===== config.mk =====
export PLATFORM = sky130hd
export DESIGN_NAME = spi_slv_frame_rx_flat
export DESIGN_NICKNAME = d
export VERILOG_FILES = /design/src/rtl/spi_pkg.sv /design/src/rtl/spi_slv_frame_rx_if.sv /design/src/rtl/crc16to8_parallel.sv /design/src/rtl/gnrl_sync.sv /design/src/rtl/spi_slv_frame_rx.sv /design/src/flat_wrapper.sv
export SDC_FILE = /design/constraint.sdc
export NUM_CORES = 1
export LEC_CHECK = 0
export ABC_CLOCK_PERIOD_IN_PS = 8890
export CORE_MARGIN = 5
export CORE_UTILIZATION = 45
export CTS_BUF_LIST = sky130_fd_sc_hd__clkbuf_8
export DETAILED_ROUTE_END_ITERATION = 16
export PLACE_DENSITY = 0.75
export SLEW_MARGIN = 30
export SYNTH_ARGS = -nofsm -noshare
export SYNTH_HDL_FRONTEND = slang
export SYNTH_SLANG_ARGS = --single-unit

===== constraint.sdc =====
create_clock -name i_clk -period 8.89 [get_ports i_clk]
set_input_delay 1.778 -clock i_clk [delete_from_list [all_inputs] [get_ports i_clk]]
set_output_delay 1.778 -clock i_clk [all_outputs]
set_load 0.01 [all_outputs]

===== src/rtl/spi_pkg.sv =====
// Shared SPI frame definitions: frame/field widths, receiver FSM state type,
// response-frame layout and the CRC-8 (poly 0x07, init 0x00, MSB first)
// computed over a 16-bit header.
package spi_pkg;

    localparam int SPI_FRAME_W = 24;
    localparam int SPI_ADDR_W  = 7;
    localparam int SPI_DATA_W  = 8;
    localparam int SPI_CRC_W   = 8;
    localparam int SPI_CNT_W   = 5;

    typedef enum logic [2:0] {
        ST_IDLE,
        ST_SHIFT,
        ST_CHECK,
        ST_EXEC,
        ST_CAPT
    } spi_slv_st_e;

    typedef struct packed {
        logic                  err;
        logic [SPI_ADDR_W-1:0] addr;
        logic [SPI_DATA_W-1:0] data;
        logic [SPI_CRC_W-1:0]  crc;
    } spi_resp_t;

    function automatic logic [SPI_CRC_W-1:0] crc8_of16(input logic [15:0] d);
        logic [SPI_CRC_W-1:0] c;
        logic                 fb;
        c = '0;
        for (int i = 15; i >= 0; i--) begin
            fb = c[7] ^ d[i];
            c  = {c[6:0], 1'b0} ^ (fb ? 8'h07 : 8'h00);
        end
        return c;
    endfunction

endpackage


===== src/rtl/spi_slv_frame_rx_if.sv =====
// Register-file access bus between the SPI frame receiver and the register file.
// Signal names are from the receiver's point of view.
//   o_reg_wr_en  1-cycle write strobe
//   o_reg_rd_en  1-cycle read strobe
//   o_reg_addr   register address, valid with either strobe
//   o_reg_wdata  write data, valid with o_reg_wr_en
//   i_reg_rdata  read data, sampled 1 cycle after o_reg_rd_en
interface spi_slv_frame_rx_if;
    import spi_pkg::*;

    logic                  o_reg_wr_en;
    logic                  o_reg_rd_en;
    logic [SPI_ADDR_W-1:0] o_reg_addr;
    logic [SPI_DATA_W-1:0] o_reg_wdata;
    logic [SPI_DATA_W-1:0] i_reg_rdata;

    modport master (
        output o_reg_wr_en, o_reg_rd_en, o_reg_addr, o_reg_wdata,
        input  i_reg_rdata
    );

    modport slave (
        input  o_reg_wr_en, o_reg_rd_en, o_reg_addr, o_reg_wdata,
        output i_reg_rdata
    );
endinterface


===== src/rtl/crc16to8_parallel.sv =====
// Single-cycle CRC-8 (poly 0x07, init 0x00) over a 16-bit word, MSB first.
//   i_data  16-bit message
//   o_crc   8-bit CRC
module crc16to8_parallel
    import spi_pkg::*;
(
    input  logic [15:0]          i_data,
    output logic [SPI_CRC_W-1:0] o_crc
);
    assign o_crc = crc8_of16(i_data);
endmodule


===== src/rtl/gnrl_sync.sv =====
// Generic multi-flop synchronizer for a single asynchronous bit.
//   i_clk, i_rst_n  clock / async active-low reset
//   i_d             asynchronous input
//   o_q             synchronized output (STG flops deep, resets to RST_VAL)
module gnrl_sync #(
    parameter int   STG     = 2,
    parameter logic RST_VAL = 1'b0
) (
    input  logic i_clk,
    input  logic i_rst_n,
    input  logic i_d,
    output logic o_q
);
    logic [STG-1:0] sync_q;

    always_ff @(posedge i_clk or negedge i_rst_n) begin
        if (!i_rst_n) sync_q <= {STG{RST_VAL}};
        else          sync_q <= {sync_q[STG-2:0], i_d};
    end

    assign o_q = sync_q[STG-1];
endmodule


===== src/rtl/spi_slv_frame_rx.sv =====
// SPI mode-0 slave that receives 24-bit {wr, addr7, data8, crc8} command frames,
// checks length and CRC, issues one register write or read, and returns the
// response of the previous frame on MISO during the next frame.
//   i_clk, i_rst_n         system clock / async active-low reset
//   i_sclk, i_csb, i_mosi  asynchronous SPI pad inputs
//   o_miso, o_miso_oe      SPI data out and its output enable
//   reg_if                 register-file bus (strobes, address, data)
//   o_crc_err, o_len_err   1-cycle pulses for dropped frames
//   o_crc_err_cnt, o_len_err_cnt  saturating error counters
//
// state  | meaning
// IDLE   | no frame in progress
// SHIFT  | CSB low, collecting MOSI bits
// CHECK  | frame closed, length and CRC evaluated
// EXEC   | register write/read strobe issued
// CAPT   | response word built (read data sampled)
module spi_slv_frame_rx
    import spi_pkg::*;
#(
    parameter int SYNC_STG  = 2,
    parameter int ERR_CNT_W = 8
) (
    input  logic                 i_clk,
    input  logic                 i_rst_n,
    input  logic                 i_sclk,
    input  logic                 i_csb,
    input  logic                 i_mosi,
    output logic                 o_miso,
    output logic                 o_miso_oe,
    spi_slv_frame_rx_if.master   reg_if,
    output logic                 o_crc_err,
    output logic                 o_len_err,
    output logic [ERR_CNT_W-1:0] o_crc_err_cnt,
    output logic [ERR_CNT_W-1:0] o_len_err_cnt
);
    logic sclk_s, csb_s, mosi_s;

    // CSB sync resets low together with its edge-detect flop, so a CSB that is
    // already low at reset release produces no fall; armed_q only opens the
    // frame logic once CSB has been seen high.
    gnrl_sync #(.STG(SYNC_STG), .RST_VAL(1'b0)) u_sync_sclk (
        .i_clk(i_clk), .i_rst_n(i_rst_n), .i_d(i_sclk), .o_q(sclk_s));
    gnrl_sync #(.STG(SYNC_STG), .RST_VAL(1'b0)) u_sync_csb (
        .i_clk(i_clk), .i_rst_n(i_rst_n), .i_d(i_csb), .o_q(csb_s));
    gnrl_sync #(.STG(SYNC_STG), .RST_VAL(1'b0)) u_sync_mosi (
        .i_clk(i_clk), .i_rst_n(i_rst_n), .i_d(i_mosi), .o_q(mosi_s));

    spi_slv_st_e             state_q, state_d;
    logic [SPI_FRAME_W-1:0]  rx_sr_q, rx_sr_d;
    logic [SPI_FRAME_W-1:0]  tx_sr_q, tx_sr_d;
    logic [SPI_CNT_W-1:0]    bit_cnt_q, bit_cnt_d;
    spi_resp_t               resp_q, resp_d;
    logic                    pend_q, pend_d;
    logic                    armed_q;
    logic                    sclk_s_q, csb_s_q;
    logic [ERR_CNT_W-1:0]    crc_cnt_q, crc_cnt_d;
    logic [ERR_CNT_W-1:0]    len_cnt_q, len_cnt_d;

    logic sclk_rise, sclk_fall, csb_fall, csb_rise, frame_on;
    logic wr_en, rd_en, crc_err, len_err;
    logic [SPI_CRC_W-1:0]  rx_crc, resp_crc;
    logic                  hdr_err;
    logic [SPI_DATA_W-1:0] hdr_data;

    assign sclk_rise = sclk_s & ~sclk_s_q;
    assign sclk_fall = ~sclk_s & sclk_s_q;
    assign csb_fall  = armed_q & csb_s_q & ~csb_s;
    assign csb_rise  = armed_q & ~csb_s_q & csb_s;
    assign frame_on  = armed_q & ~csb_s;

    crc16to8_parallel u_crc_rx (
        .i_data(rx_sr_q[23:8]),
        .o_crc (rx_crc)
    );

    // Response header: error frames are only built in CHECK, good ones in CAPT.
    assign hdr_err  = (state_q == ST_CHECK);
    assign hdr_data = hdr_err    ? '0 :
                      rx_sr_q[23] ? rx_sr_q[15:8] : reg_if.i_reg_rdata;

    crc16to8_parallel u_crc_resp (
        .i_data({hdr_err, rx_sr_q[22:16], hdr_data}),
        .o_crc (resp_crc)
    );

    always_comb begin
        state_d   = state_q;
        rx_sr_d   = rx_sr_q;
        tx_sr_d   = tx_sr_q;
        bit_cnt_d = bit_cnt_q;
        resp_d    = resp_q;
        pend_d    = pend_q;
        crc_cnt_d = crc_cnt_q;
        len_cnt_d = len_cnt_q;
        wr_en     = 1'b0;
        rd_en     = 1'b0;
        crc_err   = 1'b0;
        len_err   = 1'b0;

        if (csb_fall) begin
            tx_sr_d   = resp_q;
            bit_cnt_d = '0;
        end else begin
            if (sclk_rise && frame_on && bit_cnt_q != 5'd31)
                bit_cnt_d = bit_cnt_q + 5'd1;
            if (sclk_fall && frame_on)
                tx_sr_d = {tx_sr_q[22:0], 1'b0};
        end

        if (sclk_rise && state_q == ST_SHIFT)
            rx_sr_d = {rx_sr_q[22:0], mosi_s};

        // A new frame may start while the previous one is still being executed.
        if (csb_fall && (state_q == ST_CHECK || state_q == ST_EXEC || state_q == ST_CAPT))
            pend_d = 1'b1;

        case (state_q)
            ST_IDLE: begin
                if (csb_fall || pend_q) begin
                    state_d = ST_SHIFT;
                    pend_d  = 1'b0;
                end
            end
            ST_SHIFT: begin
                if (csb_rise) state_d = ST_CHECK;
            end
            ST_CHECK: begin
                if (bit_cnt_q != 5'd24) begin
                    len_err = 1'b1;
                    resp_d  = {1'b1, rx_sr_q[22:16], 8'h00, resp_crc};
                    state_d = ST_IDLE;
                end else if (rx_crc != rx_sr_q[7:0]) begin
                    crc_err = 1'b1;
                    resp_d  = {1'b1, rx_sr_q[22:16], 8'h00, resp_crc};
                    state_d = ST_IDLE;
                end else begin
                    state_d = ST_EXEC;
                end
            end
            ST_EXEC: begin
                wr_en   = rx_sr_q[23];
                rd_en   = ~rx_sr_q[23];
                state_d = ST_CAPT;
            end
            ST_CAPT: begin
                resp_d = {1'b0, rx_sr_q[22:16], hdr_data, resp_crc};
                if (pend_q || csb_fall) begin
                    state_d = ST_SHIFT;
                    pend_d  = 1'b0;
                end else begin
                    state_d = ST_IDLE;
                end
            end
            default: state_d = ST_IDLE;
        endcase

        if (crc_err && crc_cnt_q != '1) crc_cnt_d = crc_cnt_q + 1'b1;
        if (len_err && len_cnt_q != '1) len_cnt_d = len_cnt_q + 1'b1;
    end

    always_ff @(posedge i_clk or negedge i_rst_n) begin
        if (!i_rst_n) begin
            state_q   <= ST_IDLE;
            rx_sr_q   <= '0;
            tx_sr_q   <= '0;
            bit_cnt_q <= '0;
            resp_q    <= '0;
            pend_q    <= 1'b0;
            armed_q   <= 1'b0;
            sclk_s_q  <= 1'b0;
            csb_s_q   <= 1'b0;
            crc_cnt_q <= '0;
            len_cnt_q <= '0;
        end else begin
            state_q   <= state_d;
            rx_sr_q   <= rx_sr_d;
            tx_sr_q   <= tx_sr_d;
            bit_cnt_q <= bit_cnt_d;
            resp_q    <= resp_d;
            pend_q    <= pend_d;
            armed_q   <= armed_q | csb_s;
            sclk_s_q  <= sclk_s;
            csb_s_q   <= csb_s;
            crc_cnt_q <= crc_cnt_d;
            len_cnt_q <= len_cnt_d;
        end
    end

    assign o_miso             = tx_sr_q[23];
    assign o_miso_oe          = frame_on;
    assign reg_if.o_reg_wr_en = wr_en;
    assign reg_if.o_reg_rd_en = rd_en;
    assign reg_if.o_reg_addr  = (wr_en | rd_en) ? rx_sr_q[22:16] : '0;
    assign reg_if.o_reg_wdata = wr_en ? rx_sr_q[15:8] : '0;
    assign o_crc_err          = crc_err;
    assign o_len_err          = len_err;
    assign o_crc_err_cnt      = crc_cnt_q;
    assign o_len_err_cnt      = len_cnt_q;
endmodule


===== src/flat_wrapper.sv =====
// flat-port wrapper written by rule: the top's interface ports become plain ports
module spi_slv_frame_rx_flat import spi_pkg::*;
#(
    parameter int SYNC_STG  = 2,
    parameter int ERR_CNT_W = 8
)
  (i_clk, i_rst_n, i_sclk, i_csb, i_mosi, o_miso, o_miso_oe, o_crc_err, o_len_err, o_crc_err_cnt, o_len_err_cnt, reg_if_o_reg_wr_en, reg_if_o_reg_rd_en, reg_if_o_reg_addr, reg_if_o_reg_wdata, reg_if_i_reg_rdata);
  spi_slv_frame_rx_if reg_if_i ();
  input  logic i_clk;
  input  logic i_rst_n;
  input  logic i_sclk;
  input  logic i_csb;
  input  logic i_mosi;
  output logic o_miso;
  output logic o_miso_oe;
  output logic o_crc_err;
  output logic o_len_err;
  output logic [ERR_CNT_W-1:0] o_crc_err_cnt;
  output logic [ERR_CNT_W-1:0] o_len_err_cnt;
  output wire logic [$bits(reg_if_i.o_reg_wr_en)-1:0] reg_if_o_reg_wr_en;
  output wire logic [$bits(reg_if_i.o_reg_rd_en)-1:0] reg_if_o_reg_rd_en;
  output wire logic [$bits(reg_if_i.o_reg_addr)-1:0] reg_if_o_reg_addr;
  output wire logic [$bits(reg_if_i.o_reg_wdata)-1:0] reg_if_o_reg_wdata;
  input wire logic [$bits(reg_if_i.i_reg_rdata)-1:0] reg_if_i_reg_rdata;
  assign reg_if_o_reg_wr_en = reg_if_i.o_reg_wr_en;
  assign reg_if_o_reg_rd_en = reg_if_i.o_reg_rd_en;
  assign reg_if_o_reg_addr = reg_if_i.o_reg_addr;
  assign reg_if_o_reg_wdata = reg_if_i.o_reg_wdata;
  assign reg_if_i.i_reg_rdata = reg_if_i_reg_rdata;
  spi_slv_frame_rx #(.SYNC_STG(SYNC_STG), .ERR_CNT_W(ERR_CNT_W)) u_core (.i_clk(i_clk), .i_rst_n(i_rst_n), .i_sclk(i_sclk), .i_csb(i_csb), .i_mosi(i_mosi), .o_miso(o_miso), .o_miso_oe(o_miso_oe), .reg_if(reg_if_i), .o_crc_err(o_crc_err), .o_len_err(o_len_err), .o_crc_err_cnt(o_crc_err_cnt), .o_len_err_cnt(o_len_err_cnt));
endmodule

# Word level (Yosys, flattened, before mapping)
# Index checks and enable logic that the tools add are counted.
[totals]
reg_bits = 106
latchBits = 0
ramBits = 0
rom_bits = 0
in_bits = 13
output_inout_bits = 37
word_cells = 182
memories = 0
[classes]
add_sub_neg = 3
mul = 0
div = 0
magnitude_cmp = 0
eq_ne = 12
n_shift = 0
mux = 59
bitwise = 74
n_reduce_logical = 17
[ops]
columns = ["cell", "n"]
rows = [
  ["bitwise XOR 8 x 3 -> 8 bit", 22],
  ["2-to-1 mux 3 bit", 35],
  ["2-to-1 mux 24 bit", 4],
  ["case mux 24 bit (2 select lines)", 1],
  ["2-to-1 mux 8 bit", 3],
  ["bitwise XOR 1 bit", 20],
  ["adder 8 x 1 -> 8 bit (second input constant)", 2],
  ["!= test 8 bit (second input constant)", 2],
  ["case mux 3 bit (5 select lines)", 1],
  ["bitwise XOR 7 x 3 -> 7 bit", 2],
  ["bitwise XOR 6 x 3 -> 6 bit", 2],
  ["2-to-1 mux 1 bit", 11],
  ["2-to-1 mux 5 bit", 2],
  ["!= test 5 bit (second input constant)", 2],
  ["bitwise XOR 1 bit (first input constant)", 10],
  ["bitwise XOR 5 x 3 -> 5 bit", 2],
  ["!= test 8 bit", 1],
  ["bitwise XOR 4 x 3 -> 4 bit", 2],
  ["bitwise AND 1 bit", 7],
  ["logical AND 1 bit", 7],
  ["2-to-1 mux 7 bit", 1],
  ["== test 3 x 2 -> 1 bit (second input constant)", 2],
  ["nonzero test 2 bit", 3],
  ["adder 5 x 1 -> 5 bit (second input constant)", 1],
  ["other kinds (11)", 20],
]

# Depth between registers and ports, before layout
# Gate-level depths: netlist (run 1).
[logic_depth]
ltp_word = 42
ltp_mapped = 9
mapped_depth_nobuf = 8

# By module
# Synthesis (run 1) repeated with hierarchy kept, for this count alone.
[unflattened]
hier_cells = 501
area_unflattened_um2 = 5615.4
[modules_own_cells]
columns = ["module", "n_inst", "cells_per_inst", "area_per_inst_um2", "seq_area_each_um2"]
rows = [
  ["spi_slv_frame_rx", 1, 439, 4782.1, 2502.4],
  ["crc16to8_parallel", 2, 28, 341.6, 0.0],
  ["gnrl_sync", 3, 2, 50.0, 50.0],
]

# Least setup slack after synthesis (run 1)
# No wires, ideal clock.
[synth_timing]
kind = "flip-flop to output port"
start = "register u_core.rx_sr_q[21]"
end = "output port o_crc_err"
arrival_time_ns = 2.380
required_ns = 7.112
slack_ns = 4.732
path_stages_with_launch = 8
path_buffers = 1
cell_sequence = "dfrtp_1 > buf_2 > xnor3_2 > xnor3_1 > or3_1 > a221oi_4 > nand2_1 > and2_1"
[synth_via]
elab_chain_len = 24
elab_cells_between_ends = 30
cone_classes = "1 x eq/ne; 9 x mux; 20 x bitwise"
[synth_rtl]
columns = ["element", "line", "rtl"]
rows = [
  ["start, declared", "spi_slv_frame_rx.sv:49", "logic [SPI_FRAME_W-1:0] rx_sr_q, rx_sr_d;"],
  ["start signal, assigned", "spi_slv_frame_rx.sv:176", "rx_sr_q <= rx_sr_d;"],
  ["bitwise XOR 1 bit (*)", "spi_pkg.sv:32", "fb = c[7] ^ d[i];"],
  ["2-to-1 mux 3 bit (*)", "spi_pkg.sv:33", "c = {c[6:0], 1'b0} ^ (fb ? 8'h07 : 8'h00);"],
  ["bitwise XOR 5 x 3 -> 5 bit (*)", "spi_pkg.sv:33", ""],
  ["bitwise XOR 6 x 3 -> 6 bit (*)", "spi_pkg.sv:33", ""],
  ["bitwise XOR 7 x 3 -> 7 bit (*)", "spi_pkg.sv:33", ""],
  ["bitwise XOR 8 x 3 -> 8 bit (*) (3 in series)", "spi_pkg.sv:33", ""],
  ["bitwise XOR 1 bit or bitwise XOR 8 x 3 -> 8 bit (tied branches)", "spi_pkg.sv:32, spi_pkg.sv:33", ""],
  ["2-to-1 mux 3 bit or bitwise XOR 1 bit (tied branches)", "spi_pkg.sv:33, spi_pkg.sv:32", ""],
  ["bitwise XOR 8 x 3 -> 8 bit (*) (7 in series)", "spi_pkg.sv:33", ""],
  ["bitwise XOR 1 bit or 2-to-1 mux 3 bit (tied branches)", "spi_pkg.sv:32, spi_pkg.sv:33", ""],
  ["2-to-1 mux 3 bit or bitwise XOR 8 x 3 -> 8 bit (tied branches)", "spi_pkg.sv:33", ""],
  ["bitwise XOR 8 x 3 -> 8 bit (*)", "spi_pkg.sv:33", ""],
  ["!= test 8 bit (*)", "spi_slv_frame_rx.sv:132", "end else if (rx_crc != rx_sr_q[7:0]) begin"],
  ["2-to-1 mux 1 bit (*)", "spi_slv_frame_rx.sv:132", ""],
  ["2-to-1 mux 1 bit (*)", "spi_slv_frame_rx.sv:128", "if (bit_cnt_q != 5'd24) begin"],
  ["2-to-1 mux 1 bit (*)", "spi_slv_frame_rx.sv:117", "case (state_q)"],
  ["end, declared", "flat_wrapper.sv:16", "output logic o_crc_err;"],
]
# Every way passes the cells marked *; elsewhere a longest branch is shown, timed or not.

# Worst setup path after layout (run 1)
[layout_timing]
start = "register u_core.rx_sr_q[23]"
end = "output port o_crc_err"
[layout_via]
elab_chain_len = 24
elab_cells_between_ends = 34
cone_classes = "1 x eq/ne; 11 x mux; 22 x bitwise"
[layout_rtl]
columns = ["element", "line"]
rows = [
  ["2-to-1 mux 3 bit (*)", "spi_pkg.sv:33"],
  ["bitwise XOR 4 x 3 -> 4 bit (*)", "spi_pkg.sv:33"],
  ["bitwise XOR 5 x 3 -> 5 bit (*)", "spi_pkg.sv:33"],
  ["bitwise XOR 6 x 3 -> 6 bit (*)", "spi_pkg.sv:33"],
  ["bitwise XOR 7 x 3 -> 7 bit (*)", "spi_pkg.sv:33"],
  ["bitwise XOR 8 x 3 -> 8 bit (*) (2 in series)", "spi_pkg.sv:33"],
  ["bitwise XOR 1 bit, or another cell as far along", "spi_pkg.sv:32"],
  ["2-to-1 mux 3 bit, or another cell as far along", "spi_pkg.sv:33"],
  ["bitwise XOR 8 x 3 -> 8 bit (*) (8 in series)", "spi_pkg.sv:33"],
  ["bitwise XOR 1 bit, or another cell as far along", "spi_pkg.sv:32"],
  ["2-to-1 mux 3 bit or bitwise XOR 8 x 3 -> 8 bit (tied branches)", "spi_pkg.sv:33"],
  ["bitwise XOR 8 x 3 -> 8 bit (*)", "spi_pkg.sv:33"],
  ["!= test 8 bit (*)", "spi_slv_frame_rx.sv:132"],
  ["2-to-1 mux 1 bit (*)", "spi_slv_frame_rx.sv:132"],
  ["2-to-1 mux 1 bit (*)", "spi_slv_frame_rx.sv:128"],
  ["2-to-1 mux 1 bit (*)", "spi_slv_frame_rx.sv:117"],
]
# Marked as above.

==> results of run 1 <==
-- cell type report --
type	instances	area [um^2]	area share [%]
Sequential cell	106	2650	41.5
Multi-Input combinational cell	346	2800	43.8
Timing Repair Buffer	53	518	8.11
Inverter	3	11.3	0.176
Clock buffer	9	124	1.94
Clock inverter	7	71.3	1.12
Tap cell	168	210	3.29
-- path summary, 6_finish.rpt --
path	endpoint	slack (ns)	depth (start not counted)
setup / recovery	o_crc_err	3.30	7
hold / removal	u_core.u_sync_sclk.sync_q[1]	0.36	0
setup reg to reg	u_core.resp_q[16]	5.27	7
hold reg to reg	u_core.u_sync_sclk.sync_q[1]	0.36	0
max in group asynchronous	u_core.rx_sr_q[20]	6.36	2
min in group asynchronous	u_core.rx_sr_q[15]	1.42	1
-- per-stage QoR --
stage	worst slack (ns)	utilization [%]	power (mW)	cells
finish	3.30	52.7	1.35	692
global route	3.09	52.7	1.44	692
CTS	3.27	52.6	1.37	692
detailed placement	3.71	51.0	1.06	676
global placement	3.82	51.0	1.04	676
floorplan	4.73	-	0.952	486
-- worst register-to-register path: stages, from the launching register on --
cell and delay [ns]:
sky130_fd_sc_hd__dfrtp_1 0.72, sky130_fd_sc_hd__xnor2_1 0.58, sky130_fd_sc_hd__xor3_1 0.43, sky130_fd_sc_hd__or3_1 0.36, sky130_fd_sc_hd__a221oi_4 0.38, sky130_fd_sc_hd__nand3_4 0.13, sky130_fd_sc_hd__a21oi_4 0.49, sky130_fd_sc_hd__mux2_2 0.40
-- cell usage after synthesis, drive strengths merged --
master | count | area [um^2]
a21o | 1 | 7.51
a21oi | 2 | 21.3
a221oi | 2 | 35.0
and2 | 14 | 90.1
and3 | 12 | 76.3
and3b | 1 | 8.76
and4b | 1 | 10.0
buf | 11 | 73.8
clkbuf | 20 | 75.1
dfrtp | 106 | 2650
ha | 5 | 62.6
inv | 3 | 11.3
mux2 | 40 | 473
mux2i | 34 | 340
nand2 | 53 | 199
nand2b | 4 | 25.0
nand3 | 12 | 72.6
nand3b | 1 | 7.51
nand4 | 9 | 56.3
nand4b | 2 | 17.5
nor2 | 22 | 82.6
nor2b | 4 | 25.0
nor3 | 3 | 15.0
nor3b | 1 | 7.51
nor4bb | 1 | 10.0
o211ai | 1 | 12.5
o21a | 1 | 7.51
o21ai | 29 | 145
o22ai | 11 | 68.8
or2 | 1 | 6.26
or3 | 2 | 12.5
or3b | 1 | 8.76
or4 | 1 | 11.3
xnor2 | 38 | 340
xnor3 | 10 | 226
xor2 | 23 | 201
xor3 | 4 | 100
-- flip-flops by register name (all words and copies together), names as in the netlist, 3 cells and up --
| signal | cells |
|---|---|
| u_core.tx_sr_q | 24 |
| u_core.resp_q | 24 |
| u_core.bit_cnt_q | 5 |
| u_core.rx_sr_q | 24 |
| u_core.state_q | 3 |
| u_core.o_len_err_cnt | 8 |
| u_core.o_crc_err_cnt | 8 |
-- placed cells by master, fill, tap and decap left out, types with 6 or more instances in the layout --
cell type | Yosys | routed
sky130_fd_sc_hd__dfrtp_1 | 106 | 106
sky130_fd_sc_hd__nand2_1 | 53 | 53
sky130_fd_sc_hd__clkdlybuf4s50_1 | 0 | 48
sky130_fd_sc_hd__xnor2_1 | 37 | 37
sky130_fd_sc_hd__mux2_2 | 34 | 34
sky130_fd_sc_hd__mux2i_1 | 34 | 34
sky130_fd_sc_hd__o21ai_0 | 29 | 28
sky130_fd_sc_hd__xor2_1 | 23 | 23
sky130_fd_sc_hd__nor2_1 | 22 | 22
sky130_fd_sc_hd__and2_1 | 12 | 12
sky130_fd_sc_hd__and3_1 | 11 | 11
sky130_fd_sc_hd__nand3_1 | 11 | 11
sky130_fd_sc_hd__o22ai_1 | 11 | 11
sky130_fd_sc_hd__xnor3_1 | 9 | 9
sky130_fd_sc_hd__nand4_1 | 9 | 9
sky130_fd_sc_hd__clkbuf_8 | 0 | 9
sky130_fd_sc_hd__mux2_4 | 6 | 6
-- metal layers --
| metal | vias up | share of wire, % | global-route usage, % |
|---|---|---|---|
| li1 | 1729 | - | - |
| met1 | 1779 | 47 | 23.0 |
| met2 | 54 | 49 | 25.7 |
| met3 | 10 | 3.0 | 3.36 |
| met4 | 0 | 1.2 | 5.25 |
| met5 | - | 0 | 0 |
-- cell families (layout without fill, tap and decap cells) --
kind of cell / Yosys count / count (layout)
and+or+nand+nor: 145 / 145
DFF: 106 / 106
xor gates and xnor gates: 75 / 75
muxes: 74 / 74
AOI/OAI and AO/OA: 47 / 47
buffers and inverters: 34 / 72
adders and majority gates: 5 / 5
-- report_power, final --
group | total (mW) | switching, mW | internal (mW) | leakage [nW]
combinational | 0.398 | 0.199 | 0.198 | 1.41
sequential | 0.655 | 0.0751 | 0.579 | 1.40
clock | 0.300 | 0.169 | 0.130 | 0.0960
==> summary.md, run 1 <==
| Metric | Value |
|---|---|
| Status | completed |
| Area of the core | 12100 um^2 |
| Routability-driven placement congestion ratio | roughly 0.86 |
| Starting Density | a little under half |
| Die boundary height | 122 um |
| Count of vias placed by the detailed router | ~3600 |
| Number of routed nets with antenna violations | 0 |
| Min Tclk post-route | 5.59 ns |
| Clock root buffer | sky130_fd_sc_hd__clkbuf_8 |
| Combinational family with the most area after synthesis | XOR/XNOR gates |
| Family with the most delay on the worst path | XOR/XNOR gates |
| Max Clock Freq | 179 MHz |
| Mux cell area share after synthesis | about 15% |
| Endpoint kind of the worst setup timing path | primary output |
| # hold bufs at CTS | 0 |
| Number of setup violations in the final report | 0 |
| Clock latency reported for the late side of the worst-skew pair | 0.38 ns |
| Floorplan row count | 40 |
| Worst min-delay path startpoint | u_core.u_sync_sclk.sync_q[0] |
| Setup repair after global routing missed its margin | false |
| Number of warnings printed during yosys synthesis | 0 |
| Area of the mapped netlist | 5600 um^2 |
| Complex-gate fraction of the synthesized area | 5.32% |
| Cell area reported after detailed placement | 6180 um^2 |
| Worst IR Drop VDD | 0.149 mV |
| Chain of cells forming the critical path | xnor2_1 -> xor3_1 -> or3_1 -> a221oi_4 -> nand2_1 -> and2_1 -> clkdlybuf4s50_1 |
| Beginning of the critical path | u_core.rx_sr_q[23] |
| Port Buf Inserts | 49 |
| Starting DRC count in detailed routing | 224 |
| Maximum number of pins on one net before global-route repair | 55 |
| DPL Wire Length | 8000 um |
| Total clock buffers created by CTS | 9 |
| Final layout net count | 537 |
| Net count after synthesis | 504 |
| Worst flop-to-flop path startpoint | u_core.rx_sr_q[23] |
| Share of final-layout standard cells stronger than drive strength 1 | ~15% |
| Power per cell area | 212 nW/um^2 |
| Maximum clock path buffer count | 2 |
| Routed wire length per instance | about 16 um |
| Ant diodes | 0 |
| Area fraction in and, or, nand and nor cells after synthesis | 13.3% |
| Buffers inserted during post-CTS setup optimization | 0 |
| Layout overhead on the synthesized area | 14.1% |
| Min-delay worst type | flop to flop |
| TritonCTS sink count | 106 |
| Clock tree from TritonCTS | yes |
| Total Neg Setup Slack | 0 ns |
| Kind of critical path | flop to primary output |
| H-tree levels | 3 |
| Synthesized instance count | approximately 490 |
| Boundary Pins | 50 |
| Residual DRC count | 0 |
| GR Overflow Total | 0 |
| Post-cts gate resize count | 0 |
| Final non-filler cell area | 6390 um^2 |
| First-pass GRT wire length | 19200 um |
| Yosys reg bits | 106 |
| Overall global routing resource usage | 16.4% |
| Mapped Avg Cell Area | 11.5 um^2 |
| Total iterations of the first detailed-routing run | 4 |
| Least-Margin Pin Slew | 0.875 ns |
| Vias per Instance | roughly 5.2 |
| Launching element type of the critical path | flop |
| Antenna violations before repair | 0 |
| Largest incremental delay on the critical path | 0.72 ns |
| Maximum fanout count along the critical path | 24 |
| Unique masters post-synth | 50 |
| Crit-path slowest cell | sky130_fd_sc_hd__dfrtp_1 |
| Number of buffers and inverters on the critical path | 1 |
| Register area share after synthesis | 47.4% |
| Register clock-pin slew on the reported worst setup and hold paths | 0.11 ns |
| Portion of the clock cycle consumed by the worst path in the final layout | 62.9% |
| Adder-cell share of the synthesized area | approximately 1.1% |
| Static leakage power | between 2 and 3 nW |
| Skew final | 0.00950 ns |
| Minimum hold slack | 0.358 ns |
| Area of the die | ~15000 um^2 |
| Die width | 122 um |
| Filler Cell Count | 1088 |
| Max Cap Viol | 0 |
| Number of global-route vias before repair | between 3000 and 4000 |
| Endpoint arrival time on the critical path | 3.81 ns |
| Area share of xor/xnor cells in the synthesized design | 15.5% |
| Max-slew violation count | 0 |
| Number of hold violations in the final report | 0 |
| Slew headroom | 41.7% |
| Sum of routed wire length over all layers | between 10000 and 15000 um |
| Worst EP required | 7.11 ns |
Note: power is estimated with default switching activity, not from simulation.
==> inputs of run 2 (changes only) <==
--- a/config.mk
+++ b/config.mk
@@ -5,12 +5,12 @@
 export SDC_FILE = /design/constraint.sdc
 export NUM_CORES = 1
 export LEC_CHECK = 0
-export ABC_CLOCK_PERIOD_IN_PS = 8890
+export ABC_CLOCK_PERIOD_IN_PS = 4800
 export CORE_MARGIN = 5
 export CORE_UTILIZATION = 45
 export CTS_BUF_LIST = sky130_fd_sc_hd__clkbuf_8
 export DETAILED_ROUTE_END_ITERATION = 16
-export PLACE_DENSITY = 0.75
+export PLACE_DENSITY = 0.77
 export SLEW_MARGIN = 30
 export SYNTH_ARGS = -nofsm -noshare
 export SYNTH_HDL_FRONTEND = slang
==> constraint.sdc (replaced) <==
create_clock -name i_clk -period 4.8 [get_ports i_clk]
set_input_delay 0.96 -clock i_clk [delete_from_list [all_inputs] [get_ports i_clk]]
set_output_delay 0.96 -clock i_clk [all_outputs]
set_load 0.01 [all_outputs]
==> summary.md, run 2 (same netlist as run 1, synthesis figures left out) <==
| Metric | Value |
|---|---|
| Starting DRC count in detailed routing | 209 (was 224) |
| Max-slew violation count | 0 (unchanged) |
| Status | completed (unchanged) |
| R2r endpoint | u_core.resp_q[16] (unchanged) |
| Antenna violations before repair | 0 (unchanged) |
| Maximum number of pins on one net before global-route repair | 79 (was 55) |
| Die boundary height | 122 um (unchanged) |
| Port Buf Inserts | 49 (unchanged) |
| Worst Hold End | u_core.u_sync_csb.sync_q[1] (was u_core.u_sync_sclk.sync_q[1]) |
| Beginning of the critical path | u_core.rx_sr_q[22] (was u_core.rx_sr_q[23]) |
| Sum of routed wire length over all layers | 11500 um (was 11200 um) |
| Slew headroom | 51.8% (was 41.7%) |
| Launching element type of the critical path | flop (unchanged) |
| Regs by FF count | u_core.resp_q x24, u_core.rx_sr_q x24, u_core.tx_sr_q x24 (unchanged) |
| Ant diodes | 0 (unchanged) |
| Overall global routing resource usage | 16.4% (about the same) |
| Endpoint kind of the worst setup timing path | primary output (unchanged) |
| Total iterations of the first detailed-routing run | 4 (unchanged) |
| Floorplan row count | 40 (unchanged) |
| Number of setup violations in the final report | 0 (unchanged) |
| Maximum fanout count along the critical path | 10 (was 24) |
| Clock root buffer | sky130_fd_sc_hd__clkbuf_8 (unchanged) |
| Logic pwr share | 29.2% (was 29.4%) |
| Total clock buffers created by CTS | 9 (unchanged) |
| Number of routed nets with antenna violations | 0 (unchanged) |
| Kind of critical path | flop to primary output (unchanged) |
| Number of buffers and inverters on the critical path | 1 (unchanged) |
| Static leakage power | 2.93 nW (was 2.91 nW) |
| Area of the core | 12100 um^2 (unchanged) |
| Die width | 122 um (unchanged) |
| Clock latency reported for the late side of the worst-skew pair | 0.38 ns (about the same) |
| Post-cts gate resize count | 0 (unchanged) |
| Max Clock Freq | around 220 MHz |
| Number of hold violations in the final report | 0 (unchanged) |
| Internal power summed over all cells | 1.70 mW (was 0.908 mW) |
| Endpoint arrival time on the critical path | 3.58 ns (was 3.81 ns) |
| Chain of cells forming the critical path | xnor3_2 -> xnor3_1 -> or3_1 -> a221oi_4 -> nand2_1 -> and2_1 -> clkdlybuf4s50_1 (was xnor2_1 -> xor3_1 -> or3_1 -> a221oi_4 -> nand2_1 -> and2_1 -> clkdlybuf4s50_1) |
| Share of final-layout standard cells stronger than drive strength 1 | 15.0% (was 14.5%) |
| Boundary Pins | 50 (unchanged) |
| Worst IR Drop VDD | 0.240 mV (was 0.149 mV) |
| H-tree levels | 3 (unchanged) |
| Least-Margin Pin Slew | 0.722 ns (was 0.875 ns) |
| Clock tree from TritonCTS | yes (unchanged) |
| Routed wire length per instance | 16.6 um (was 16.1 um) |
| Min-delay worst type | flop to flop (unchanged) |
| NetSw | 0.863 mW (was 0.444 mW) |
| DP Worst Slack | 0.683 ns (was 3.71 ns) |
| Hold Path Depth | 0 (unchanged) |
| Max Cap Viol | 0 (unchanged) |
| Final layout net count | 538 (was 537) |
| Maximum clock path buffer count | 2 (unchanged) |
| Largest incremental delay on the critical path | 0.59 ns (was 0.72 ns) |
| Worst flop-to-flop path startpoint | u_core.rx_sr_q[22] (was u_core.rx_sr_q[23]) |
| Starting Density | 46.2% (unchanged) |
| Flop pwr share | 47.3% (was 48.4%) |
| Setup repair after global routing missed its margin | false (unchanged) |
| Clock group share of total power | 23.5% (was 22.2%) |
| Layout overhead on the synthesized area | 14.7% (was 14.1%) |
| Area of the die | 14800 um^2 (unchanged) |
| Min Tclk post-route | 4.54 ns |
| Skew final | 0.0133 ns (was 0.00950 ns) |
| Portion of the clock cycle consumed by the worst path in the final layout | 94.5% |
| GR Overflow Total | 0 (unchanged) |
| Routability-driven placement congestion ratio | 0.892 (was 0.857) |
| Worst min-delay path startpoint | u_core.u_sync_csb.sync_q[0] (was u_core.u_sync_sclk.sync_q[0]) |
| Buffers inserted during post-CTS setup optimization | 0 (unchanged) |
| TritonCTS sink count | 106 (unchanged) |
| Setup slack of the worst register-to-register path | 1.36 ns (was 5.27 ns) |
| DPL Wire Length | 8170 um (was 8000 um) |
| Family with the most delay on the worst path | XOR/XNOR gates (unchanged) |
| Count of vias placed by the detailed router | 3634 (was 3572) |
| Number of global-route vias before repair | 3663 (was 3734) |
| Power per cell area | 399 nW/um^2 (was 212 nW/um^2) |
| Crit-path slowest cell | sky130_fd_sc_hd__dfrtp_1 (unchanged) |
| # hold bufs at CTS | 0 (unchanged) |
| Final critical-path setup slack | 0.262 ns (was 3.30 ns) |
| Commonest non-fill, non-tap cell in the layout | sky130_fd_sc_hd__dfrtp_1 (unchanged) |
| Vias per Instance | 5.24 (was 5.16) |
| Worst r2r path cells | 7 (unchanged) |
| Register clock-pin slew on the reported worst setup and hold paths | 0.12 ns (was 0.11 ns) |
| Worst EP required | 3.84 ns (was 7.11 ns) |
| Total Neg Setup Slack | 0 ns (unchanged) |
| First-pass GRT wire length | 19300 um (was 19200 um) |
| Fraction of power spent switching nets | 33.7% (was 32.8%) |
| Residual DRC count | 0 (unchanged) |
| Commonest cells after routing, fill and taps aside | sky130_fd_sc_hd__dfrtp_1 (106), sky130_fd_sc_hd__nand2_1 (53), sky130_fd_sc_hd__clkdlybuf4s50_1 (48) (unchanged) |
| Filler Cell Count | 1098 (was 1088) |
run 2: cell types whose count changed in the layout (fill, tap and decap cells not counted):
cell	change
sky130_fd_sc_hd__clkinv_4	+1
sky130_fd_sc_hd__buf_6	+1
sky130_fd_sc_hd__clkinvlp_4	-3
sky130_fd_sc_hd__inv_6	+2
sky130_fd_sc_hd__clkinv_8	+1
sky130_fd_sc_hd__inv_1	-2
sky130_fd_sc_hd__inv_8	+1
run 2: per-layer routing:
layer / share of wire (%) / GRT usage, % / up-vias
met5: 0 / 0 / -
met4: 2.1 / 6.09 / 0
met3: 3.4 / 2.70 / 19
met2: 49 / 26.2 / 70
met1: 46 / 22.7 / 1805
li1: - / - / 1740
run 2: how the worst max path moves through the flow:
stage	cells past startpoint	to
6_report	7	o_crc_err
5_1_grt	7	o_crc_err
4_1_cts	7	o_crc_err
3_5_place_dp	7	o_crc_err
3_3_place_gp	7	o_crc_err
2_1_floorplan	7	o_crc_err
run 2: final cells by class:
type / instances / area [um^2] / area share [%]
Clock buffer: 9 / 124 / 1.93
Timing Repair Buffer: 54 / 529 / 8.24
Multi-Input combinational cell: 346 / 2800 / 43.6
Sequential cell: 106 / 2650 / 41.3
Inverter: 3 / 11.3 / 0.175
Tap cell: 168 / 210 / 3.27
Clock inverter: 7 / 95.1 / 1.48
run 2: power groups by stage:
stage	clock network, mW	registers, mW	logic (mW)
6_report	0.603	1.21	0.748
5_1_grt	0.659	1.24	0.823
4_1_cts	0.612	1.21	0.751
3_5_place_dp	0	1.23	0.746
3_3_place_gp	0	1.22	0.719
2_1_floorplan	0	1.19	0.573
run 2: stage by stage:
stage	util, %	total power, mW	instance area, um^2	hold slack (ns)	cells
after CTS	52.9	2.57	6410	0.365	693
after global routing	53.0	2.72	6420	0.391	693
final	53.0	2.56	6420	0.363	693
after detailed placement	51.1	1.97	6190	0.336	677
after global placement	51.1	1.94	6190	0.332	677
after floorplan	-	1.76	5600	0.331	486
